### src/rtl/viterbi_pkg.sv
// Shared trellis definitions for the rate-1/2, K=3 (7,5) hard-decision Viterbi decoder.
package viterbi_pkg;
  localparam int K = 3;
  localparam int NUM_STATES = 1 << (K - 1);
  localparam logic [2:0] G0 = 3'b111;
  localparam logic [2:0] G1 = 3'b101;

  typedef logic [1:0] state_t;

  // Encoder register is {d, a, b}; each output bit is the parity of the tapped positions.
  function automatic logic [1:0] exp_sym(input state_t s, input logic d);
    logic [2:0] w_reg;
    w_reg = {d, s};
    return {^(w_reg & G1), ^(w_reg & G0)};
  endfunction

  function automatic logic [1:0] hamming2(input logic [1:0] a, input logic [1:0] b);
    logic [1:0] w_x;
    w_x = a ^ b;
    return {w_x[1] & w_x[0], w_x[1] ^ w_x[0]};
  endfunction
endpackage

### src/rtl/viterbi_acs.sv
// Add-compare-select for one trellis state: keeps the cheaper of two predecessors.
module viterbi_acs #(
  parameter int PM_W  = 6,
  parameter int DEPTH = 15
) (
  input  logic [PM_W:0]    i_cand0,
  input  logic [PM_W:0]    i_cand1,
  input  logic [DEPTH-2:0] i_surv0,
  input  logic [DEPTH-2:0] i_surv1,
  input  logic             i_bit,
  output logic [PM_W:0]    o_metric,
  output logic [DEPTH-1:0] o_surv
);
  logic w_sel1;

  // Strict compare so a tie keeps the b=0 predecessor.
  assign w_sel1   = i_cand1 < i_cand0;
  assign o_metric = w_sel1 ? i_cand1 : i_cand0;
  assign o_surv   = {(w_sel1 ? i_surv1 : i_surv0), i_bit};
endmodule

### src/rtl/viterbi_decoder.sv
// Hard-decision register-exchange Viterbi decoder; one decoded bit per symbol after DEPTH symbols.
module viterbi_decoder
  import viterbi_pkg::*;
#(
  parameter int DEPTH = 15,
  parameter int PM_W  = 6
) (
  input  logic       clk,
  input  logic       reset,
  input  logic       start,
  input  logic       sym_valid,
  input  logic [1:0] sym_in,
  output logic       data_out,
  output logic       data_valid
);
  localparam int FILL_W = $clog2(DEPTH + 1);
  localparam logic [PM_W-1:0]   PM_MAX    = {PM_W{1'b1}};
  localparam logic [PM_W-1:0]   PM_ZERO   = {PM_W{1'b0}};
  localparam logic [FILL_W-1:0] FILL_FULL = FILL_W'(DEPTH);

  // The oldest survivor bit is consumed in the cycle it is formed, so only DEPTH-1 bits are stored.
  logic [PM_W-1:0]   r_pm   [NUM_STATES];
  logic [DEPTH-2:0]  r_surv [NUM_STATES];
  logic [FILL_W-1:0] r_fill;
  logic              r_data_out;
  logic              r_data_valid;

  logic [PM_W-1:0]   w_pm_base   [NUM_STATES];
  logic [DEPTH-2:0]  w_surv_base [NUM_STATES];
  logic [FILL_W-1:0] w_fill_base;
  logic [FILL_W-1:0] w_fill_next;
  logic [PM_W:0]     w_pm_acs    [NUM_STATES];
  logic [DEPTH-1:0]  w_surv_acs  [NUM_STATES];
  logic [PM_W:0]     w_pm_diff   [NUM_STATES];
  logic [PM_W-1:0]   w_pm_norm   [NUM_STATES];
  logic [PM_W:0]     w_pm_min;
  state_t            w_best;

  // A start pulse makes this cycle's symbol run from the initial metrics.
  always_comb begin
    for (int i = 0; i < NUM_STATES; i++) begin
      w_pm_base[i]   = start ? ((i == 0) ? PM_ZERO : PM_MAX) : r_pm[i];
      w_surv_base[i] = start ? '0 : r_surv[i];
    end
    w_fill_base = start ? '0 : r_fill;
  end

  for (genvar ns = 0; ns < NUM_STATES; ns++) begin : g_acs
    localparam state_t P0 = state_t'((ns % 2) * 2);
    localparam state_t P1 = state_t'((ns % 2) * 2 + 1);
    localparam logic   D  = (ns / 2) != 0;

    logic [PM_W:0] w_cand0;
    logic [PM_W:0] w_cand1;

    assign w_cand0 = {1'b0, w_pm_base[P0]} + {{(PM_W-1){1'b0}}, hamming2(sym_in, exp_sym(P0, D))};
    assign w_cand1 = {1'b0, w_pm_base[P1]} + {{(PM_W-1){1'b0}}, hamming2(sym_in, exp_sym(P1, D))};

    viterbi_acs #(.PM_W(PM_W), .DEPTH(DEPTH)) u_acs (
      .i_cand0  (w_cand0),
      .i_cand1  (w_cand1),
      .i_surv0  (w_surv_base[P0]),
      .i_surv1  (w_surv_base[P1]),
      .i_bit    (D),
      .o_metric (w_pm_acs[ns]),
      .o_surv   (w_surv_acs[ns])
    );
  end

  always_comb begin
    w_pm_min = w_pm_acs[0];
    w_best   = '0;
    for (int i = 1; i < NUM_STATES; i++) begin
      if (w_pm_acs[i] < w_pm_min) begin
        w_pm_min = w_pm_acs[i];
        w_best   = state_t'(i);
      end
    end
    for (int i = 0; i < NUM_STATES; i++) begin
      w_pm_diff[i] = w_pm_acs[i] - w_pm_min;
      w_pm_norm[i] = (w_pm_diff[i] > {1'b0, PM_MAX}) ? PM_MAX : w_pm_diff[i][PM_W-1:0];
    end
    w_fill_next = (w_fill_base == FILL_FULL) ? FILL_FULL : w_fill_base + 1'b1;
  end

  always_ff @(posedge clk) begin
    if (!reset) begin
      for (int i = 0; i < NUM_STATES; i++) begin
        r_pm[i]   <= (i == 0) ? PM_ZERO : PM_MAX;
        r_surv[i] <= '0;
      end
      r_fill       <= '0;
      r_data_out   <= 1'b0;
      r_data_valid <= 1'b0;
    end else begin
      r_data_valid <= 1'b0;
      if (sym_valid) begin
        for (int i = 0; i < NUM_STATES; i++) begin
          r_pm[i]   <= w_pm_norm[i];
          r_surv[i] <= w_surv_acs[i][DEPTH-2:0];
        end
        r_fill <= w_fill_next;
        if (w_fill_next == FILL_FULL) begin
          r_data_out   <= w_surv_acs[w_best][DEPTH-1];
          r_data_valid <= 1'b1;
        end
      end else if (start) begin
        for (int i = 0; i < NUM_STATES; i++) begin
          r_pm[i]   <= w_pm_base[i];
          r_surv[i] <= w_surv_base[i];
        end
        r_fill <= w_fill_base;
      end
    end
  end

  assign data_out   = r_data_out;
  assign data_valid = r_data_valid;
endmodule
### config.mk
export PLATFORM = sky130hd
export DESIGN_NAME = viterbi_decoder
export DESIGN_NICKNAME = d
export VERILOG_FILES = /design/src/rtl/viterbi_pkg.sv /design/src/rtl/viterbi_acs.sv /design/src/rtl/viterbi_decoder.sv
export SDC_FILE = /design/constraint.sdc
export NUM_CORES = 1
export LEC_CHECK = 0
export BUFFER_PORTS_ARGS = -buffer_cell sky130_fd_sc_hd__buf_2
export CAP_MARGIN = 20
export CORE_ASPECT_RATIO = 1.1
export CORE_MARGIN = 1.5
export CORE_UTILIZATION = 40
export DETAILED_ROUTE_END_ITERATION = 7
export SLEW_MARGIN = 20
export SYNTH_ARGS = -nofsm -noshare
export SYNTH_HDL_FRONTEND = slang
export SYNTH_SLANG_ARGS = --single-unit
### constraint.sdc
create_clock -name clk -period 19.51 [get_ports clk]
set_input_delay 5.853 -clock clk [delete_from_list [all_inputs] [get_ports clk]]
set_output_delay 5.853 -clock clk [all_outputs]
set_load 0.01 [all_outputs]
==> impl_metrics.ini <==
[synthesis]
synth_top_area_share_pct = 27.6
yosys_register_bits = 86
synthAdderAreaFrac_pct = 10.1
synth_common_cells = nand2_1 (117), nor2_1 (95), a21oi_1 (93)
muxShareOfSynthArea_pct = 7.26
postSynthCellCount = 988
synth-xor-area-share_pct = 5.10
yosysSeqAreaShare_pct = 29.3
synth_area_leaders = edfxtp_1 (28%), ha_1 (8.2%), a21oi_1 (5.4%), mux2i_1 (5.2%), nand2_1 (5.1%)
yosysMostFrequentCell = nand2_1
yosys.area_share.simple_pct = 19.8
synth_ff_type = edfxtp_1
ys_warn_count = 0
syn_area_mm2 = 0.00859
synth_compound_area_share_pct = 23.2
synth_top_family_by_area = compound AO/OA/AOI/OAI gates
syn_avg_cell_area_um2 = 8.69
yosysTopAreaCell = edfxtp_1
async_flop_share_pct = 0
synth_edf_count = 79
synth.distinct_cells = 110

[drt]
ant_nets = 0
dr_wl_met3_um = 996
drtIter0Drc = 419
avgRoutedWirePerCell_um = 18.5
drt_wl_total_um = 23500
route.top_layer_used = met4
first_pass_iters = 5
num_vias = 7343
drc = 0
routed_via_density = 5.77
wl_met2_um = 11200
wl_met1_um = 10300

[hold_path]
hold_depth = 2
min_path_type = flip-flop to flip-flop
min_from = data_out
holdPathEnd = data_out

[worst_setup_path]
crit_type = input pin to flip-flop
cp_slowest_stage_delay_ps = 660
arrival_ps = 16890
path_common_cell = ha_1
path_delay_family = adder cells
startpoint_type = input pin
r2r_slack_ps = 8280
end_kind = flip-flop
slowest_stage = nand3_1
timing.rr.start = r_pm[1][0]
cp.buffers_inverters = 6
ff2ff_path_depth = 41
required_ps = 19580
reg2reg_to = r_pm[3][2]
cp_max_fo = 46

[placement]
routabilityCongestion = 0.939
hpwlAfterDp_um = 18300
port_buffers = 7

[flow_run]
drv_cap = 0

[clock_network]
hold_buffers = 0
cts_max_path_buffers = 2
cts_resized = 0
cts-buffers-inserted = 9
clock_sinks = 86
post_cts_buffers = 0
clk_root_buffer_cell = clkbuf_16
clk_pin_slew_ps = 80
tritoncts = done
clkLatencyLatePin_ps = 350
cts.htree.levels = 3

[final_layout]
seq_area_mm2 = 0.00251
multi_input_area_mm2 = 0.00564
syn_to_final_growth_pct = 6.24
layout.nets = 1041
layout-drive-gt1-share_pct = 11.2
fill_cells = 2114
antenna_cells = 0

[timing]
slew_viol_final = 0
skew_ps = 21.9
clock.fmax_ghz = 0.0595
finalCriticalPeriod_ps = 16820
whs_ps = 501
tns_ps = 0
period_share_pct = 86.2
worst_pin_slew_ps = 1010
setup-violations-final = 0
rsz0062_at_grt = false
hold_viol = 0
slew_headroom_pct = 32.7

[global_route]
grt_pass1_vias = 7203
grt_max_degree = 53
antenna_found_initial = 0
grt_pass1_wl_um = 37800
gr-total-overflow = 0
globalRouteTotalUtil_pct = 21.8

[die]
dieHeight_um = 157
die_area_mm2 = 0.0224
ios = 8
core-area_mm2 = 0.0212
initial_utilization_pct = 40.6
num_rows = 56
die_w_um = 143

[status]
status = complete, no violations
==> per-layer routing <==
metal,GRT usage [%],vias up
met5,0,-
met4,9.97,0
met3,2.60,54
met2,37.3,165
met1,27.3,3486
li1,-,3638
==> worst reg2reg max path, delay by kind of cell, from the launching register on <==
kind,cells,cell delay [ps]
xor gates and xnor gates,1,250
and+or+nand+nor,8,2820
DFF,1,390
buffers and inverters,5,410
AOI/OAI and AO/OA,14,3020
adders and majority gates,10,3140
muxes,3,970
==> cell families after synthesis <==
kind of cell | Yosys count
AO/OA/AOI/OAI | 286
adder cells (fa/ha/maj) | 70
buffers and inverters | 95
XOR/XNOR | 50
flip-flops | 86
other | 1
AND/OR/NAND/NOR | 342
multiplexers | 58
==> final cells by class <==
| type | count | area share, % |
|---|---|---|
| Clock buffer | 9 | 2.47 |
| Clock inverter | 7 | 0.837 |
| Inverter | 57 | 2.35 |
| Multi-Input combinational cell | 808 | 61.8 |
| Sequential cell | 86 | 27.5 |
| Tap cell | 290 | 3.98 |
| Timing Repair Buffer | 15 | 1.04 |
==> worst max-delay path by stage <==
| stage | start | end | slack (ps) | cells after the start |
|---|---|---|---|---|
| 2_1_floorplan | start | r_pm[3][2] | 3200 | 49 |
| 5_1_grt | start | r_pm[3][2] | 1900 | 42 |
| 6_report | start | r_pm[3][2] | 2690 | 42 |
| 3_3_place_gp | start | r_pm[3][2] | 2730 | 41 |
| 4_1_cts | start | r_pm[3][2] | 2800 | 41 |
| 3_5_place_dp | start | r_pm[3][2] | 2450 | 41 |
==> metrics by stage <==
| step | util, % | instance area, um2 | setup slack [ps] | std cells |
|---|---|---|---|---|
| 6_report | 43.1 | 9120 | 2690 | 1272 |
| 5_1_grt | 43.1 | 9120 | 1900 | 1272 |
| 4_1_cts | 43.1 | 9120 | 2800 | 1272 |
| 3_5_place_dp | 41.7 | 8820 | 2450 | 1256 |
| 3_3_place_gp | 41.7 | 8820 | 2730 | 1256 |
| 2_1_floorplan | - | 8590 | 3200 | 989 |
==> sequential cells by signal, indices dropped and copies added (netlist names) <==
signal / count
data_valid: 1
data_out: 1
r_surv: 56
r_fill: 4
r_pm: 24
==> layout by cell type (no fill, tap or decap), types with 6 or more instances in the layout <==
cell type  instances
xnor2_1           41
nor3_1            19
o21a_1             7
or2_2              8
clkbuf_16          9
nor2_1            95
nand3_1           20
a21oi_1           92
o21ai_0           43
xor2_1             9
and2_1             6
nand2_1          116
a21o_1            17
dfxtp_1            7
buf_4              8
maj3_1             9
nand2b_1          10
ha_1              56
a31oi_1            9
inv_1             55
mux2i_1           45
a211oi_1          11
nor2b_1           12
buf_2              7
edfxtp_1          79
o211ai_1          11
o22ai_1            9
Power is left out: the tool's default activity adds up to more than one toggle a clock period on the data nets, which glitch-free logic cannot reach.
